### config.mk
export PLATFORM = sky130hd
export DESIGN_NAME = gshare_branch_predictor
export DESIGN_NICKNAME = d
export VERILOG_FILES = /design/src/rtl/gshare_branch_predictor.sv
export SDC_FILE = /design/constraint.sdc
export NUM_CORES = 2
export LEC_CHECK = 0
export ABC_AREA = 1
export ABC_CLOCK_PERIOD_IN_PS = 73700
export CAP_MARGIN = 25
export CORE_MARGIN = 5
export CORE_UTILIZATION = 45
export CTS_CLUSTER_DIAMETER = 120
export DETAILED_ROUTE_END_ITERATION = 16
export PLACE_DENSITY_LB_ADDON = 0.05
export SYNTH_ARGS = -nofsm -noshare
export SYNTH_HDL_FRONTEND = slang
export SYNTH_SLANG_ARGS = --single-unit
### constraint.sdc
create_clock -name clk -period 73.7 [get_ports clk]
set_input_delay 14.74 -clock clk [delete_from_list [all_inputs] [get_ports clk]]
set_output_delay 14.74 -clock clk [all_outputs]
set_load 0.005 [all_outputs]
### src/rtl/gshare_branch_predictor.sv
// Two-level global-history branch predictor: a PC/history hash indexes a table of saturating counters.
// Speculative history shifts at fetch and is repaired from the carried history on mispredict.
module gshare_branch_predictor #(
  parameter int HIST_LEN       = 8,
  parameter int PHT_INDEX_BITS = 10,
  parameter int CTR_BITS       = 2,
  parameter int CTR_INIT       = 2**(CTR_BITS-1),
  parameter int PC_LSB         = 2,
  parameter int HASH_MODE      = 0
) (
  input  logic                      clk,
  input  logic                      rst,
  input  logic                      fetch_br_valid,
  input  logic [31:0]               fetch_pc,
  output logic                      pred_ready,
  output logic                      pred_taken,
  output logic [PHT_INDEX_BITS-1:0] pred_pht_index,
  output logic [HIST_LEN-1:0]       pred_ghr,
  input  logic                      upd_valid,
  input  logic                      upd_taken,
  input  logic [PHT_INDEX_BITS-1:0] upd_pht_index,
  input  logic [HIST_LEN-1:0]       upd_ghr,
  input  logic                      upd_mispredict
);
  localparam int ENTRIES = 2**PHT_INDEX_BITS;
  localparam logic [CTR_BITS-1:0] CTR_MAX = '1;
  localparam logic [CTR_BITS-1:0] CTR_RST = CTR_BITS'(CTR_INIT);

  typedef enum logic {INIT, READY} state_t;

  state_t                    state;
  logic [PHT_INDEX_BITS-1:0] init_ptr;
  logic [PHT_INDEX_BITS-1:0] idx;
  logic [HIST_LEN-1:0]       spec_ghr;
  logic [CTR_BITS-1:0]       pht [ENTRIES];
  logic [CTR_BITS-1:0]       upd_ctr;
  logic [CTR_BITS-1:0]       upd_next;
  logic                      ready;
  logic                      unused_bits;

  // Hash selection resolved at elaboration; only the chosen slice of fetch_pc is consumed.
  generate
    if (HASH_MODE == 0) begin : g_gshare
      assign idx = fetch_pc[PC_LSB +: PHT_INDEX_BITS] ^ PHT_INDEX_BITS'(spec_ghr);
    end else begin : g_gselect
      assign idx = {fetch_pc[PC_LSB +: PHT_INDEX_BITS-HIST_LEN], spec_ghr};
    end
  endgenerate

  assign unused_bits = ^{fetch_pc, upd_ghr[HIST_LEN-1]};

  assign ready          = (state == READY);
  assign pred_ready     = ready;
  assign pred_taken     = ready & pht[idx][CTR_BITS-1];
  assign pred_pht_index = ready ? idx : '0;
  assign pred_ghr       = ready ? spec_ghr : '0;

  always_comb begin
    upd_ctr  = pht[upd_pht_index];
    upd_next = upd_ctr;
    if (upd_taken) begin
      if (upd_ctr != CTR_MAX) upd_next = upd_ctr + CTR_BITS'(1);
    end else begin
      if (upd_ctr != '0) upd_next = upd_ctr - CTR_BITS'(1);
    end
  end

  always_ff @(posedge clk) begin
    if (rst) begin
      state    <= INIT;
      init_ptr <= '0;
      spec_ghr <= '0;
    end else begin
      case (state)
        INIT: begin
          init_ptr <= init_ptr + 1'b1;
          if (init_ptr == '1) state <= READY;
        end
        READY: begin
          // Repair wins; a fetch shift in the same cycle was on the wrong path.
          if (upd_valid && upd_mispredict)
            spec_ghr <= {upd_ghr[HIST_LEN-2:0], upd_taken};
          else if (fetch_br_valid)
            spec_ghr <= {spec_ghr[HIST_LEN-2:0], pred_taken};
        end
        default: state <= INIT;
      endcase
    end
  end

  // Table kept out of the reset branch so it maps to a single-write-port RAM.
  always_ff @(posedge clk) begin
    if (!rst) begin
      if (state == INIT)
        pht[init_ptr] <= CTR_RST;
      else if (upd_valid)
        pht[upd_pht_index] <= upd_next;
    end
  end
endmodule
==> results.cfg <==
[status]
status = complete, no violations

[grt]
grt_pass1_wl_um = 519000
antenna_found_initial = 21
track_usage = 0.316
gr-total-overflow = 0
grt_max_degree = 210
grt_pass1_vias = 75419

[route]
vias = 78641
wirelength_um = 363000
viasPerCell = 6.25
antenna_left = 0
dr.first_iter.drc_count = 10738
drcViolationCount = 0
dr.pass1.iters = 7
wire_per_inst_um = 28.9

[floorplanning]
die_area_mm2 = 0.224
die_w_um = 474
std_cell_rows = 170
start_util = 0.451
core_mm2 = 0.214
io_pins = 76
fp.dieH_um = 474

[cells_and_area]
mostFrequentLayoutCell = nor2_1
drive_gt1_frac = 0.0608
final_cell_mix = nor2_1, edfxtp_1, nand2_1
num-nets-final = 9595
fin_cells = 12580
areaGrowthSynthToFinish_pct = 10.2

[setup_path]
cp.arrival_ns = 21.67
cp-start-kind = input port
crit_start = fetch_pc[2]
worst_ep_required_time_ns = 58.96
worstSetupEndpointType = output pin
timing.critical_path.fanout_max = 118
path_class = input port to output pin
r2r_start = pht[754][1]$_DFFE_PP_

[timing]
grt_setup_unrepaired = no
slew_violations = 0
period_minus_slack_ns = 36.41
hold_viol_final = 0
timing.fmax_mhz = 27.5
fin_crit_sh = 0.494
slew-limit-headroom = 0.205
finalSetupTns_ns = 0
clock_skew_ns = 0.0313
tightest_slew_ns = 1.19
setup_viol = 0

[synth]
synthArstFlopShare = 0
synth_nets = 9990
synthCells = 9933
synth.avg_cell_area_um2 = 9.73
syn-cell-area_mm2 = 0.0967
ys_ff_latch = 2067
ys_seq_area_frac = 0.640
ys_types = 33
ys_warn_count = 0
ys.flop_type = edfxtp_1
synth-edff-count = 2048

[pwr]
p_comb_frac = 0.074
ir_drop_uv = 20.1
swShare = 0.237
power.internal_uw = 1990
seq_power_share = 0.489
power_density_mw_per_mm2 = 24.4
switchingPower_uw = 616
p_leak_uw = 0.0373
clockPowerShare = 0.437

[clock_network]
hold_buffers = 0
cts.sinks = 2067
cts.path.max_buffers = 3
root_buffer = clkbuf_16
clock_latency_ns = 0.87
cts_max_level = 4
clk_pin_slew_worst_paths_ns = 0.06
cts_resized = 0
cts_tree = done
postCtsSetupRepairBufs = 0
numCtsBuffers = 222

[worst_hold_path]
hold_class = flip-flop to flip-flop
min-delay-start = init_ptr[3]$_SDFFE_PP0N_

[job]
maxCapViolations = 0

[place]
hpwlAfterDp_um = 188000
routabilityCongestion = 0.867
dp_cells = 12151
io_buffers = 52
==> power by group through the flow <==
stage / combinational (uW) / sequential [uW] / clock (uW)
finish: 192 / 1270 / 1140
global route: 204 / 1270 / 1200
global placement: 187 / 1300 / 0
floorplan: 116 / 1300 / 0
CTS: 187 / 1270 / 1150
detailed placement: 187 / 1300 / 0
==> area by class of cell <==
| class | count | area, um^2 |
|---|---|---|
| clock inverters | 138 | 1330 |
| multi-input cells | 6905 | 31100 |
| well taps | 2838 | 3550 |
| diodes | 12 | 30.0 |
| flip-flops and latches | 2067 | 61900 |
| clock buffers | 278 | 6020 |
| inverters | 94 | 402 |
| repair buffers | 248 | 2260 |
| fillers | 19627 | 108000 |
==> flip-flops by register name, summed over array words and instances (netlist names) <==
register / count
pht: 2048
init_ptr: 10
spec_ghr: 8
pred_ready: 1
==> cells by family after synthesis <==
group / Yosys count / share of synthesized area
buffers and inverters: 961 / 0.0431
DFF: 2067 / 0.640
adders and majority gates: 1 / 0.000129
and+or+nand+nor: 5315 / 0.227
AOI/OAI and AO/OA: 1581 / 0.0888
xor gates and xnor gates: 8 / 0.000725
==> final timing paths <==
check | slack, ns | cells after the start | to
setup / recovery | 37.29 | 20 | pred_taken
hold / removal | 0.50 | 2 | init_ptr[4]$_SDFFE_PP0N_
setup reg to reg | 66.51 | 17 | pht[910][0]$_DFFE_PP_
hold reg to reg | 0.50 | 2 | init_ptr[4]$_SDFFE_PP0N_
==> stage by stage <==
step | worst slack (ns) | instance area, um^2 | util | total power [uW] | hold WS (ns)
finish | 37.29 | 107000 | 0.497 | 2600 | 0.501
global placement | 37.47 | 99100 | 0.463 | 1480 | 0.485
detailed placement | 37.43 | 99100 | 0.463 | 1480 | 0.485
floorplan | 24.42 | 96700 | - | 1410 | 0.457
CTS | 37.42 | 106000 | 0.497 | 2610 | 0.495
global route | 37.12 | 107000 | 0.497 | 2680 | 0.516
==> Yosys cell counts (4+ instances only) <==
library cell,instances,area share
a21oi_1,14,0.00072
a31oi_1,7,0.00045
buf_1,90,0.0035
buf_2,317,0.016
buf_4,22,0.0017
buf_6,11,0.0013
clkbuf_1,427,0.017
dfxtp_1,19,0.0039
edfxtp_1,2048,0.64
inv_1,83,0.0032
inv_2,9,0.00035
nand2_1,1635,0.063
nand3_1,1562,0.081
nor2_1,2087,0.081
nor2_2,6,0.00039
nor3_1,17,0.00088
o21ai_0,1039,0.054
o21ai_1,4,0.00021
o21ai_2,6,0.00054
o22ai_1,511,0.033
xnor2_1,7,0.00063
==> critical path, stage by stage <==
cell,delay [ns]
clkdlybuf4s50_1,0.48
inv_1,0.11
nand2_1,0.48
nand2_8,0.91
buf_4,0.80
buf_4,0.81
buf_4,0.73
nand2_1,0.13
nand3_1,0.12
nand3_1,0.10
nand3_1,0.10
nand3_1,0.14
nand3_1,0.28
nand3_1,0.32
nand3_1,0.18
nand3_1,0.08
nand2_1,0.30
nand2_1,0.13
nand2_1,0.09
clkdlybuf4s50_1,0.51
==> metal layers <==
layer / vias up / wire (um) / track usage / part of all wire
met1: 38933 / 145000 / 0.428 / 0.40
li1: 34311 / - / - / -
met3: 842 / 38000 / 0.0635 / 0.10
met5: - / 45 / 0 / 0.00012
met4: 6 / 16500 / 0.137 / 0.045
met2: 4549 / 163000 / 0.497 / 0.45
No activity file was read; power rests on OpenSTA's default activity.
